### config.mk
export PLATFORM = sky130hd
export DESIGN_NAME = alu_decode_stage
export DESIGN_NICKNAME = d
export VERILOG_FILES = /design/src/rtl/alu_decode_pkg.sv /design/src/rtl/alu_decode_comb.sv /design/src/rtl/alu_decode_stage.sv
export SDC_FILE = /design/constraint.sdc
export NUM_CORES = 1
export LEC_CHECK = 0
export CORE_ASPECT_RATIO = 1.25
export CORE_MARGIN = 10
export CORE_UTILIZATION = 51
export DETAILED_ROUTE_END_ITERATION = 7
export PLACE_DENSITY = 0.86
export SKIP_CTS_REPAIR_TIMING = 1
export SYNTH_ARGS = -nofsm -noshare
export SYNTH_HDL_FRONTEND = slang
export SYNTH_SLANG_ARGS = --single-unit
### constraint.sdc
create_clock -name clock -period 5.8 [get_ports clock]
set_input_delay 1.74 -clock clock [delete_from_list [all_inputs] [get_ports clock]]
set_output_delay 1.74 -clock clock [all_outputs]
set_load 0.01 [all_outputs]
### src/rtl/alu_decode_pkg.sv
// Shared decode constants, ALU function codes and the decoded-operation payload.
// The ALU_* codes mirror the core-wide constants; ALU_ADD must stay 0 so a cleared payload reads as ADD.
package alu_decode_pkg;

  localparam int unsigned DATA_W = 32;
  localparam int unsigned FUNC_W = 5;

  localparam logic [FUNC_W-1:0] ALU_ADD  = 5'd0;
  localparam logic [FUNC_W-1:0] ALU_SUB  = 5'd1;
  localparam logic [FUNC_W-1:0] ALU_SLL  = 5'd2;
  localparam logic [FUNC_W-1:0] ALU_SLT  = 5'd3;
  localparam logic [FUNC_W-1:0] ALU_SLTU = 5'd4;
  localparam logic [FUNC_W-1:0] ALU_XOR  = 5'd5;
  localparam logic [FUNC_W-1:0] ALU_SRL  = 5'd6;
  localparam logic [FUNC_W-1:0] ALU_SRA  = 5'd7;
  localparam logic [FUNC_W-1:0] ALU_OR   = 5'd8;
  localparam logic [FUNC_W-1:0] ALU_AND  = 5'd9;

  localparam logic [6:0] OPC_OP     = 7'b0110011;
  localparam logic [6:0] OPC_OP_IMM = 7'b0010011;
  localparam logic [6:0] OPC_LUI    = 7'b0110111;
  localparam logic [6:0] OPC_AUIPC  = 7'b0010111;
  localparam logic [6:0] OPC_LOAD   = 7'b0000011;
  localparam logic [6:0] OPC_STORE  = 7'b0100011;
  localparam logic [6:0] OPC_BRANCH = 7'b1100011;
  localparam logic [6:0] OPC_JAL    = 7'b1101111;
  localparam logic [6:0] OPC_JALR   = 7'b1100111;

  localparam logic [2:0] F3_ADD_SUB = 3'b000;
  localparam logic [2:0] F3_SLL     = 3'b001;
  localparam logic [2:0] F3_SLT     = 3'b010;
  localparam logic [2:0] F3_SLTU    = 3'b011;
  localparam logic [2:0] F3_XOR     = 3'b100;
  localparam logic [2:0] F3_SRL_SRA = 3'b101;
  localparam logic [2:0] F3_OR      = 3'b110;
  localparam logic [2:0] F3_AND     = 3'b111;

  localparam logic [2:0] F3_BEQ  = 3'b000;
  localparam logic [2:0] F3_BNE  = 3'b001;
  localparam logic [2:0] F3_BLT  = 3'b100;
  localparam logic [2:0] F3_BGE  = 3'b101;
  localparam logic [2:0] F3_BLTU = 3'b110;
  localparam logic [2:0] F3_BGEU = 3'b111;

  localparam logic [6:0] F7_BASE = 7'b0000000;
  localparam logic [6:0] F7_ALT  = 7'b0100000;

  typedef struct packed {
    logic [FUNC_W-1:0] alu_function;
    logic [DATA_W-1:0] op_a;
    logic [DATA_W-1:0] op_b;
    logic              is_branch;
    logic              branch_invert;
    logic              illegal;
  } decoded_op_t;

  // Register/immediate arithmetic funct3 map; alt selects SUB/SRA.
  function automatic logic [FUNC_W-1:0] arith_func(input logic [2:0] f3, input logic alt);
    logic [FUNC_W-1:0] fn;
    case (f3)
      F3_ADD_SUB: fn = alt ? ALU_SUB : ALU_ADD;
      F3_SLL:     fn = ALU_SLL;
      F3_SLT:     fn = ALU_SLT;
      F3_SLTU:    fn = ALU_SLTU;
      F3_XOR:     fn = ALU_XOR;
      F3_SRL_SRA: fn = alt ? ALU_SRA : ALU_SRL;
      F3_OR:      fn = ALU_OR;
      default:    fn = ALU_AND;
    endcase
    return fn;
  endfunction

endpackage

### src/rtl/alu_decode_comb.sv
// Combinational RV32I decode of one instruction into the ALU operation payload.
module alu_decode_comb
  import alu_decode_pkg::*;
(
  input  logic [DATA_W-1:0] instr,
  input  logic [DATA_W-1:0] pc,
  input  logic [DATA_W-1:0] rs1_data,
  input  logic [DATA_W-1:0] rs2_data,
  output decoded_op_t       op_c
);

  logic [6:0]        opcode;
  logic [2:0]        f3;
  logic [6:0]        f7;
  logic [DATA_W-1:0] imm_i;
  logic [DATA_W-1:0] imm_s;
  logic [DATA_W-1:0] imm_u;
  logic [DATA_W-1:0] shamt;

  assign opcode = instr[6:0];
  assign f3     = instr[14:12];
  assign f7     = instr[31:25];
  assign imm_i  = {{20{instr[31]}}, instr[31:20]};
  assign imm_s  = {{20{instr[31]}}, instr[31:25], instr[11:7]};
  assign imm_u  = {instr[31:12], 12'b0};
  assign shamt  = {27'b0, instr[24:20]};

  // Any illegal encoding collapses to a zeroed ADD with only the illegal flag set.
  always_comb begin
    logic legal;
    legal = 1'b1;
    op_c  = '0;
    case (opcode)
      OPC_OP: begin
        op_c.op_a = rs1_data;
        op_c.op_b = rs2_data;
        if (f7 == F7_BASE) begin
          op_c.alu_function = arith_func(f3, 1'b0);
        end else if (f7 == F7_ALT && (f3 == F3_ADD_SUB || f3 == F3_SRL_SRA)) begin
          op_c.alu_function = arith_func(f3, 1'b1);
        end else begin
          legal = 1'b0;
        end
      end
      OPC_OP_IMM: begin
        op_c.op_a         = rs1_data;
        op_c.op_b         = imm_i;
        op_c.alu_function = arith_func(f3, 1'b0);
        if (f3 == F3_SLL) begin
          op_c.op_b = shamt;
          if (f7 != F7_BASE) legal = 1'b0;
        end else if (f3 == F3_SRL_SRA) begin
          op_c.op_b = shamt;
          if (f7 == F7_ALT) op_c.alu_function = ALU_SRA;
          else if (f7 != F7_BASE) legal = 1'b0;
        end
      end
      OPC_LUI: begin
        op_c.op_b = imm_u;
      end
      OPC_AUIPC: begin
        op_c.op_a = pc;
        op_c.op_b = imm_u;
      end
      OPC_LOAD: begin
        op_c.op_a = rs1_data;
        op_c.op_b = imm_i;
      end
      OPC_STORE: begin
        op_c.op_a = rs1_data;
        op_c.op_b = imm_s;
      end
      OPC_BRANCH: begin
        op_c.op_a      = rs1_data;
        op_c.op_b      = rs2_data;
        op_c.is_branch = 1'b1;
        case (f3)
          F3_BEQ:  op_c.alu_function = ALU_SUB;
          F3_BNE:  begin op_c.alu_function = ALU_SUB;  op_c.branch_invert = 1'b1; end
          F3_BLT:  op_c.alu_function = ALU_SLT;
          F3_BGE:  begin op_c.alu_function = ALU_SLT;  op_c.branch_invert = 1'b1; end
          F3_BLTU: op_c.alu_function = ALU_SLTU;
          F3_BGEU: begin op_c.alu_function = ALU_SLTU; op_c.branch_invert = 1'b1; end
          default: legal = 1'b0;
        endcase
      end
      OPC_JAL, OPC_JALR: begin
        op_c.op_a = pc;
        op_c.op_b = 32'd4;
      end
      default: legal = 1'b0;
    endcase
    if (!legal) begin
      op_c         = '0;
      op_c.illegal = 1'b1;
    end
  end

endmodule

### src/rtl/alu_decode_stage.sv
// Registered ALU decode stage with a 2-entry skid buffer on valid/ready handshakes.
// Define ALU_DECODE_PERF_EN to add the perf_accepted / perf_illegal counters.
module alu_decode_stage
  import alu_decode_pkg::*;
#(
  parameter int unsigned XLEN = 32
) (
  input  logic            clock,
  input  logic            reset,
  input  logic            in_valid,
  output logic            in_ready,
  input  logic [31:0]     in_instr,
  input  logic [XLEN-1:0] in_pc,
  input  logic [XLEN-1:0] in_rs1_data,
  input  logic [XLEN-1:0] in_rs2_data,
  output logic            out_valid,
  input  logic            out_ready,
  output logic [4:0]      out_alu_function,
  output logic [XLEN-1:0] out_op_a,
  output logic [XLEN-1:0] out_op_b,
  output logic            out_is_branch,
  output logic            out_branch_invert,
  output logic            out_illegal
`ifdef ALU_DECODE_PERF_EN
  ,
  output logic [31:0]     perf_accepted,
  output logic [31:0]     perf_illegal
`endif
);

  decoded_op_t dec_c;
  decoded_op_t main_q;
  decoded_op_t skid_q;
  logic        main_valid;
  logic        skid_valid;
  logic        in_xfer;
  logic        out_xfer;
  logic        main_free;

  alu_decode_comb u_decode (
    .instr    (in_instr),
    .pc       (in_pc),
    .rs1_data (in_rs1_data),
    .rs2_data (in_rs2_data),
    .op_c     (dec_c)
  );

  assign in_ready  = !skid_valid && !reset;
  assign in_xfer   = in_valid && in_ready;
  assign out_xfer  = main_valid && out_ready;
  assign main_free = !main_valid || out_xfer;

  // Skid is only ever filled while main stalls, so it drains first when main frees up.
  always_ff @(posedge clock) begin
    if (reset) begin
      main_valid <= 1'b0;
      skid_valid <= 1'b0;
      main_q     <= '0;
      skid_q     <= '0;
    end else if (main_free) begin
      if (skid_valid) begin
        main_q     <= skid_q;
        main_valid <= 1'b1;
        skid_valid <= 1'b0;
      end else if (in_xfer) begin
        main_q     <= dec_c;
        main_valid <= 1'b1;
      end else begin
        main_valid <= 1'b0;
      end
    end else if (in_xfer) begin
      skid_q     <= dec_c;
      skid_valid <= 1'b1;
    end
  end

  assign out_valid         = main_valid;
  assign out_alu_function  = main_q.alu_function;
  assign out_op_a          = main_q.op_a;
  assign out_op_b          = main_q.op_b;
  assign out_is_branch     = main_q.is_branch;
  assign out_branch_invert = main_q.branch_invert;
  assign out_illegal       = main_q.illegal;

`ifdef ALU_DECODE_PERF_EN
  // Free-running event counters; wrap naturally at 2^32.
  always_ff @(posedge clock) begin
    if (reset) begin
      perf_accepted <= '0;
      perf_illegal  <= '0;
    end else begin
      if (in_xfer) perf_accepted <= perf_accepted + 32'd1;
      if (out_xfer && main_q.illegal) perf_illegal <= perf_illegal + 32'd1;
    end
  end
`endif

endmodule

* Yosys cells after proc, flatten, opt, wreduce, memory -nomap -nowiden
Cells that the tools add are included.
Word-level totals: register bits 146, latch bits 0, bits in writable memories 0, ROM bits 0, input bits 132, output and inout bits 74, memories 0
Cells by class: $add $sub $neg 0, $mul 0, div/mod/pow operators 0, magnitude comparators 0, equality and inequality tests 17, shift operators 0, multiplexer cells 28, bitwise gates (word level) 1, reductions and logical operators 27
Operators by type and width (count):
- $mux W72 | 3
- $pmux W32 S6 | 1
- $mux W32 | 2
- $pmux W32 S2 | 1
- $pmux W4 S7 | 2
- $eq A7 B6 Y1 const B | 4
- $eq A7 B7 Y1 const B | 3
- $mux W5 | 3
- $pmux W5 S3 | 1
- $eq A7 B5 Y1 const B | 2
- $reduce_or A2 Y1 | 7
- $eq A3 B3 Y1 const B | 4
- $reduce_or A6 Y1 | 2
- $mux W1 | 10
- $pmux W3 S3 | 1
- $mux W4 | 2
- $eq A7 B2 Y1 const B | 1
- $logic_not A7 Y1 | 1
- $reduce_bool A7 Y1 | 1
- $eq A3 B2 Y1 const B | 2
- $reduce_or A3 Y1 | 2
- $reduce_or A5 Y1 | 1
- $logic_and A1 B1 Y1 | 4
- $pmux W1 S4 | 1
- 8 further kinds | 12

* Depth between registers and ports, before layout
Gate-level depths: netlist of the first run.
word-level depth 9, gate-level depth with buffers 9

* Modules after synthesis
A second synthesis of the first run with hierarchy kept.
Unflattened totals: cells, all modules 967, area total of the unflattened synthesis 8605.8 sq um
By module, submodules not included:
- alu_decode_stage | times used 1, cells each 730, area each 7100.6 sq um, seq. area each 2922.8 sq um
- alu_decode_comb | times used 1, cells each 237, area each 1505.2 sq um, seq. area each 0.0 sq um

* Least setup slack after synthesis of the first run
No wires, ideal clock.
path kind input -> output, start in reset, end out in_ready, data arrival time 1.947 ns, data required time 4.060 ns, slack 2.113 ns, stages 1, buffers on the path 0, path through nor2_1
On the way: longest elaborated chain between the ends 2
Ends and longest elaborated chain:
- from (decl) | RTL line alu_decode_stage.sv:9 | input logic reset,
- $logic_not A1 Y1 | RTL line alu_decode_stage.sv:48 | assign in_ready = !skid_valid && !reset;
- $logic_and A1 B1 Y1 | RTL line alu_decode_stage.sv:48
- to (decl) | RTL line alu_decode_stage.sv:11 | output logic in_ready,
No other way between the ends.

* Worst setup path after layout of the first run
Ends and elaborated chain as after synthesis.

==> flow_summary_export.csv, run 1 <==
group,metric,value,unit
run_status,status,"complete, no violations",
cells_and_area,final.fill_count,968,
timing,finClkSkew,0.00943,ns
power_and_ir_drop,switching_share,0.248,
setup_path,startpoint_type,"input port",
cells_and_area,layout-area-overhead-vs-synth,39.8,%
yosys,synthCells,823,
placement,portBuffers,204,
placement,gp_congestion,0.916,
setup_path,crit_type,"in -> out",
power_and_ir_drop,clock_power_share,0.444,
yosys,synthTopCellsByCount,"dfxtp_1 (144), nor2_1 (81), nand2_1 (78)",
hold_path,hp-class,"reg -> reg",
yosys,synth_flop_cell,"dfxtp_1",
timing,slew_viol_final,0,
cts,cts_htree_levels,4,
yosys,synth_area_leader_cell,"dfxtp_1",
cells_and_area,final_area,0.00936,mm2
timing,report.final.hold_viol_count,0,
global_routing,grtUsageTotal,0.255,
yosys,synth_area,0.00669,mm2
floorplan,die_x,122,um
drt,detail-route-antenna-nets,0,
cts,clk_pin_slew,0.06,ns
cts,cts.sinks,144,
setup_path,worstPathRequired,4.06,ns
setup_path,cp.arrival,2.60,ns
power_and_ir_drop,power.internal,1.90,mW
setup_path,worst_setup_path_end_kind,"output port",
setup_path,path_max_fanout,3,
drt,via_per_inst,6.31,
global_routing,grt_pass1_wl,37.4,mm
floorplan,fp.coreArea,0.0128,mm2
setup_path,cp_top_family,"buffers and inverters",
power_and_ir_drop,switchingPower,0.627,mW
floorplan,start_util,0.524,
setup_path,crit_buf_inv,2,
drt,vias,7271,
yosys,synthesis.nets,955,
timing,worstMarginPinSlew,0.951,ns
cts,cts_buffer_depth,2,
power_and_ir_drop,p_comb_frac,0.144,
yosys,yosysWarnings,0,
cts,clock_latency,0.42,ns
global_routing,grt_pass1_vias,6959,
yosys,async_flop_share,0,
power_and_ir_drop,seq_power_share,0.412,
yosys,synth.most_common_cell,"dfxtp_1",
floorplan,row_count,46,
yosys,synth_seq_cells,144,
global_routing,grt_max_degree,81,
timing,post-route-min-period,4.34,ns
power_and_ir_drop,power_density,270,mW/mm2
placement,postPlaceCellArea,0.00875,mm2
timing,finalCritPeriodShare,0.748,
cts,cts_root_buf,"clkbuf_16",
drt,drt-total-wl,23.9,mm
yosys,syn_area_per_cell,8.13,um2
floorplan,io-pin-count,206,
drt,drt_pass1_iterations,5,
yosys,synth_cell_type_count,57,
cts,cts_tree,"built",
timing,max_freq,231,MHz
cells_and_area,n_antenna_cell,0,
setup_path,reg2reg_slack,3.21,ns
placement,hpwl,15.6,mm
yosys,synth_edf_count,0,
drt,drtIter0Drc,929,
timing,final.setup.tns,0,ns
setup_path,path_cells,"buf_4 > nor2_1 > clkdlybuf4s50_1",
setup_path,critical-path-slowest-cell,"clkdlybuf4s50_1",
global_routing,overflow,0,
floorplan,die_area,0.0181,mm2
yosys,synth_top_area_frac,0.431,
timing,finalSetupViolations,0,
drt,wl_per_cell,20.8,um
cts,numCtsBuffers,17,
drt,drc,0,
run,cap_violations,0,
cells_and_area,drive_gt1_frac,0.0690,
yosys,synth_area_leaders,"dfxtp_1 (43%), a221oi_1 (8.4%), a21oi_1 (5.7%), nor3_1 (5.3%), nand3_1 (5.2%)",
timing,rsz0062_at_grt,"false",
setup_path,max_stage_delay,0.58,ns
global_routing,antenna_found_initial,0,
timing,slew_headroom,0.366,
power_and_ir_drop,ir_drop,0.215,mV
cells_and_area,final_nets,1104,
floorplan,die_h,148,um
power_and_ir_drop,p_leak,3.22,nW
yosys,ys_seq_area_frac,0.431,
-- state kept, by name, indices dropped and copies added, names as in the netlist --
register	cells
out_op_a	32
skid_valid	1
out_is_branch	1
out_valid	1
out_op_b	32
out_illegal	1
skid_q	71
out_alu_function	4
out_branch_invert	1
-- metrics by stage --
stage               hold slack [ns]  total power, mW  cells  setup WS [ns]   util
floorplan                     0.432             1.22    823           2.11      -
global placement              0.438             1.42   1121           1.17  0.685
detailed placement            0.443             1.42   1121           1.10  0.685
CTS                           0.451             2.54   1153           1.45  0.732
global route                  0.465             2.61   1153           1.31  0.732
finish                        0.451             2.53   1153           1.46  0.732
-- worst register-to-register path, stage by stage, from the launching register on --
cell and delay, ns:
dfxtp_2 0.32, buf_4 0.40, o21ai_4 0.83, buf_4 0.56, a221oi_1 0.17, nor3_1 0.23
-- cell families (layout without fill, tap and decap cells) --
group | Yosys count | in the layout | synth area share
and+or+nand+nor | 344 | 344 | 0.242
muxes | 3 | 3 | 0.00449
other | 1 | 1 | 0.000560
buffers and inverters | 94 | 256 | 0.0551
AOI/OAI and AO/OA | 236 | 236 | 0.266
xor gates and xnor gates | 1 | 1 | 0.00131
DFF | 144 | 144 | 0.431
-- area by class of cell --
cell class	count	area, um2	share of cell area
Inverter	4	15.0	0.00160
Sequential cell	144	2880	0.308
Tap cell	168	210	0.0225
Multi-Input combinational cell	585	3480	0.372
Clock buffer	20	447	0.0477
Clock inverter	12	159	0.0170
Timing Repair Buffer	220	2160	0.231
-- placed cells by master, fill, tap and decap left out, types with 3 or more instances in the layout --
| master | count |
|---|---|
| inv_1 | 3 |
| o2bb2ai_1 | 4 |
| buf_4 | 17 |
| nand4_1 | 3 |
| bufinv_16 | 3 |
| a21o_1 | 4 |
| a221oi_1 | 64 |
| a221o_1 | 19 |
| a22oi_1 | 5 |
| nand2_1 | 77 |
| a21oi_1 | 74 |
| a22o_1 | 38 |
| clkbuf_16 | 17 |
| nor2_1 | 81 |
| a211oi_1 | 3 |
| dfxtp_1 | 143 |
| nand2b_1 | 9 |
| nor4_1 | 3 |
| nand3b_1 | 4 |
| clkinv_4 | 3 |
| and3_1 | 3 |
| nand3_1 | 69 |
| nor3_1 | 71 |
| nor2b_1 | 7 |
| clkdlybuf4s50_1 | 203 |
| mux2i_1 | 3 |
-- power groups by stage --
stage               registers (mW)  clock network [mW]  logic [mW]
finish                        1.04                1.12       0.364
global route                  1.05                1.18       0.391
CTS                           1.04                1.14       0.363
detailed placement            1.06                   0       0.361
global placement              1.06                   0       0.357
floorplan                     1.08                   0       0.140
-- metal layers --
metal | vias to the layer above | share of wire | GRT usage
met2 | 424 | 0.47 | 0.402
met4 | 0 | 0.024 | 0.0915
met3 | 41 | 0.11 | 0.0807
met1 | 3429 | 0.40 | 0.319
li1 | 3377 | - | -
met5 | - | 0 | 0
-- final timing paths --
| check | from | endpoint | depth (start not counted) |
|---|---|---|---|
| worst min-delay path | skid_q[1] | skid_q[1] | 2 |
| worst min register to register | skid_q[1] | skid_q[1] | 2 |
| worst max register to register | skid_valid | out_op_b[26] | 5 |
| worst max-delay path | reset | in_ready | 3 |
No activity file was read; power rests on OpenSTA's default activity.
==> run 2: changes to the inputs <==
CORE_UTILIZATION = 47   (was 51)
PLACE_DENSITY = 0.8   (was 0.86)
clock period = 4.4 ns   (was 5.8 ns; I/O delays follow)
==> run 2 against run 1 <==
  * Die area grew 7.2%
  * Combinational power grew 35%
  * Setup slack lost 0.66 ns
  * Highest routed layer is now met5
==> flow_summary_export.csv, run 2 (synthesis gave the netlist of run 1 again) <==
group,metric,value,unit
floorplan,start_util,0.483,
setup_path,path_cells,"buf_4 > nor2_1 > clkdlybuf4s50_1",
hold_path,min_from,"skid_q[27]",
floorplan,io-pin-count,206,
timing,final.setup.tns,0,ns
hold_path,hp-class,"reg -> reg",
global_routing,grtUsageTotal,0.235,
floorplan,die_x,127,um
timing,finalCritPeriodShare,0.817,
global_routing,grt_max_degree,81,
drt,via_per_inst,6.18,
power_and_ir_drop,clock_power_share,0.455,
cells_and_area,drive_gt1_frac,0.0757,
cts,clk_pin_slew,0.06,ns
cells_and_area,layout.cells.non_filler,1166,
floorplan,die_area,0.0194,mm2
hold_path,min_delay_worst_endpoint,"skid_q[27]",
cells_and_area,final_nets,1111,
cells_and_area,mostFrequentLayoutCells,"clkdlybuf4s50_1 (203), dfxtp_1 (143), nor2_1 (81)",
setup_path,path_max_fanout,3,
setup_path,cp-startpoint,"reset",
timing,post-route-min-period,3.59,ns
setup_path,ff2ff_path_depth,5,
cells_and_area,largest_register_ffs,71,
setup_path,critical-path-slowest-cell,"clkdlybuf4s50_1",
cts,cts_buffer_depth,2,
global_routing,grt_pass1_wl,37.9,mm
cts,cts_htree_levels,4,
cts,clock_latency,0.41,ns
drt,drt_pass1_iterations,6,
cells_and_area,final.fill_count,1147,
floorplan,row_count,48,
timing,max_freq,278,MHz
timing,layout_setup_ws,0.807,ns
drt,vias,7206,
hold_path,holdPathStages,2,
power_and_ir_drop,ir_drop,0.238,mV
run,cap_violations,0,
power_and_ir_drop,power.total,3.42,mW
power_and_ir_drop,seq_power_share,0.402,
placement,dp_cells,1135,
drt,drt-total-wl,24.2,mm
setup_path,rr_startpoint,"skid_valid",
timing,slew_headroom,0.378,
drt,drc,0,
placement,pre_cts_slack,0.483,ns
setup_path,max_stage_delay,0.60,ns
placement,gp_congestion,0.912,
run_status,status,"complete, no violations",
drt,wl_per_cell,20.7,um
setup_path,reg2reg_slack,2.13,ns
timing,report.final.hold_viol_count,0,
power_and_ir_drop,switching_share,0.242,
placement,portBuffers,204,
timing,finalSetupViolations,0,
power_and_ir_drop,p_comb_frac,0.143,
power_and_ir_drop,p_leak,3.29,nW
cts,cts_tree,"built",
floorplan,fp.coreArea,0.0139,mm2
cts,cts_root_buf,"clkbuf_16",
setup_path,crit_type,"in -> out",
global_routing,overflow,0,
setup_path,crit_buf_inv,2,
timing,slew_viol_final,0,
setup_path,startpoint_type,"input port",
cells_and_area,utilization,0.686,
setup_path,worst_setup_path_end_kind,"output port",
cts,numCtsBuffers,17,
power_and_ir_drop,power.internal,2.59,mW
timing,rsz0062_at_grt,"false",
global_routing,antenna_found_initial,1,
timing,finClkSkew,0.0117,ns
drt,detail-route-antenna-nets,0,
cells_and_area,n_antenna_cell,0,
power_and_ir_drop,switchingPower,0.828,mW
setup_path,r2r-end,"out_op_a[18]",
cells_and_area,top_register,"skid_q",
cts,cts.sinks,144,
global_routing,grt_pass1_vias,7025,
placement,hpwl,16.6,mm
power_and_ir_drop,power_density,359,mW/mm2
setup_path,cp.arrival,2.27,ns
cells_and_area,layout-area-overhead-vs-synth,42.1,%
drt,drtIter0Drc,821,
timing,worstMarginPinSlew,0.933,ns
floorplan,die_h,153,um
setup_path,worstPathRequired,3.08,ns
cells_and_area,mostFrequentLayoutCell,"clkdlybuf4s50_1",
setup_path,cp_top_family,"buffers and inverters",
==> run 2: worst max-delay path by stage <==
stage,to,cells past startpoint
after floorplan,out_alu_function[2],6
after global placement,out_alu_function[2],7
after detailed placement,out_alu_function[2],7
after CTS,in_ready,3
after global routing,skid_q[67],7
final,in_ready,3
==> run 2: worst min-delay path, cell delays in order, from the launching register on <==
cell and delay, ns:
dfxtp_1 0.31, nand2_1 0.05, a21oi_1 0.05
==> run 2: area by class of cell <==
| type | count | area [um2] | area share |
|---|---|---|---|
| inverter | 4 | 15.0 | 0.00158 |
| clock inverter | 11 | 179 | 0.0188 |
| sequential | 144 | 2880 | 0.303 |
| multi-input combinational | 585 | 3480 | 0.366 |
| clock buffer | 20 | 457 | 0.0480 |
| tap | 175 | 219 | 0.0230 |
| timing repair buffer | 227 | 2270 | 0.239 |
==> run 2: through the flow <==
step                      hold slack [ns]  area (um2)
after floorplan                     0.432        6690
after global placement              0.437        8880
after detailed placement            0.444        8880
after CTS                           0.453        9510
after global routing                0.464        9510
final                               0.453        9510
==> run 2: power by group through the flow <==
stage               logic [mW]  registers [mW]  clock network [mW]
finish                   0.490            1.37                1.55
global route             0.529            1.38                1.62
CTS                      0.492            1.37                1.57
detailed placement       0.487            1.40                   0
global placement         0.484            1.40                   0
floorplan                0.184            1.42                   0
==> run 2: layer usage <==
layer	global-route usage	share of wire	vias up
li1	-	-	3376
met1	0.280	0.39	3461
met2	0.399	0.50	333
met3	0.0727	0.098	34
met4	0.0608	0.014	2
met5	0	0.00054	-
==> patch: new RTL, flow settings as in run 2 <==
Build with the macro `ALU_DECODE_PERF_EN` defined.
--- a/src/rtl/alu_decode_stage.sv
+++ b/src/rtl/alu_decode_stage.sv
@@ -2,2 +2,4 @@
 // Define ALU_DECODE_PERF_EN to add the perf_accepted / perf_illegal counters.
+`define ALU_DECODE_PERF_EN
+
 module alu_decode_stage
Behaviour (old outputs only; new: perf_accepted and perf_illegal): same outputs for any inputs over 4 cycles, from zero or initial values and one cycle with reset high; that may be too few to reach the edited logic, so the function may still have changed.
==> patch against run 2 <==
- wire length increased by 26%
- die area increased by 38%
- power increased by 24%
- combinational power decreased by 3%
- fmax increased by 1.4%
- register-to-register slack got worse by 0.29 ns
- synthesized area increased by 44%
- worst setup slack improved by 0.049 ns
- count of clock-buffer cells in the layout increased by 11
- critical path depth unchanged
- non-clock buffer count increased by 65
- sequential cell count increased by 64
- design area increased by 39%
- critical path type unchanged
- critical endpoint unchanged
==> patch: results (changes against run 2) <==
Lkg Pwr=4.75 nW (+45%); Pre-antenna DRT Iters=5 (-1); Final HPWL DP=21.7 mm (+31%); status=finished, final reports clean; fin crit share=80.6% (-1.1 points); placed insts=1525 (+34%); Placed Area=12500 um^2 (+41%); vias in the first global route=9019 (+28%); Max stage delay on crit path=0.56 ns (-0.04 ns); Worst-Skew Late Latency=0.52 ns (+0.11 ns); Seq power=1.94 mW (+42%); Arr. time, crit path=2.22 ns (-0.05 ns); drt wl/cell=19.4 um (-6.2%); worst clock skew=0.0320 ns (+0.0203 ns); clock-cell share of area=5.39% (-1.3 points); Die X=148 um (+17%); multi-input combinational gate total=751 (+28%); H-tree depth=1 (-3); Total GRT Usage=21.5% (-2.0 points); fraction of area in multi-input gates=38.5% (+1.8 points); P_comb=474 uW (-3%); port bufs=268 (+31%); sequential share of power=45.9% (+5.7 points); r2r worst-path depth=5 (unchanged); CTS Buffer Depth=3 (+1); peak supply drop=0.254 mV (+6.8%); synthesized instance count=1051 (+28%); pre-CTS WS=0.554 ns (+0.0711 ns); origin of the worst min-delay path=skid_q[69]; Slew HR=26.6% (-11 points); RR Endpoint=out_op_b[4]; final wirelength=30.4 mm (+26%); dominant cells by area after synthesis=dfxtp_1 (43%), nor2_1 (6.2%), a221oi_2 (6.1%), nor3_2 (4.3%), xor2_1 (4.1%); largest power group=sequential cells; Sequential Area=4170 um^2 (+45%); Vias/cell=5.72 (-7.5%); Seq area share=31.6% (+1.3 points); CTS Sinks=208 (+44%); initial detailed-routing violation count=533 (-35%); R2R Setup Slk=1.84 ns (-0.29 ns); worst flop-to-flop path startpoint=skid_valid; Logic inverters=4 (unchanged); Unique masters post-synth=66 (+16%); Placer Congestion=0.886 (-2.8%); fillers=1710 (+49%); Worst Hold Endpoint=skid_q[69]; largest net degree at the start of global routing=77 (-4.9%); share of cells above drive strength 1=12.7% (+5.1 points); Final Hold Slack=0.445 ns (-0.00855 ns); total CTS buffers=22 (+5); clock buffer count=31 (+55%); share of the yosys chip area belonging to registers=43.1% (about the same); antenna violations before repair=0 (-1); Plain + repair buffers=292 (+29%); fin nets=1413 (+27%); global-route wire length before repair=48.4 mm (+28%); most frequent cells after synthesis=dfxtp_1 (208), nor2_1 (160), nand2_1 (65); top-area cell type share of the netlist area=43.1% (about the same); NetSw=1.00 mW (+21%)
-- patch: cell types whose count changed in the layout (fill, tap and decap cells not counted), moves of 20 or more --
cell             before  now
nor2_1               81  160
clkdlybuf4s50_1     203  267
dfxtp_1             143  207
nor3_1               71   14
a22oi_1               5   49
nor3_2                0   44
xor2_1                1   45
nand3_1              69   28
a221oi_1             64   25
a221oi_2              0   39
o21ai_0               2   37
a21oi_1              74   41
and3_1                3   28
o22ai_1               1   21
-- patch: cells by family after synthesis --
logic type                 after synthesis  share of synthesized area [%]
AOI/OAI and AO/OA                      275                           23.2
adders and majority gates                2                          0.259
DFF                                    208                           43.1
muxes                                    3                          0.311
other                                    1                         0.0388
xor gates and xnor gates                57                           5.16
and+or+nand+nor                        413                           23.0
buffers and inverters                   92                           4.92
-- patch: metal layers --
metal	track usage (%)	up-vias	wire (um)
met3	6.11	51	2330
li1	-	4311	-
met1	24.0	4262	11900
met2	38.5	307	15400
met4	6.39	0	806
met5	0	-	0
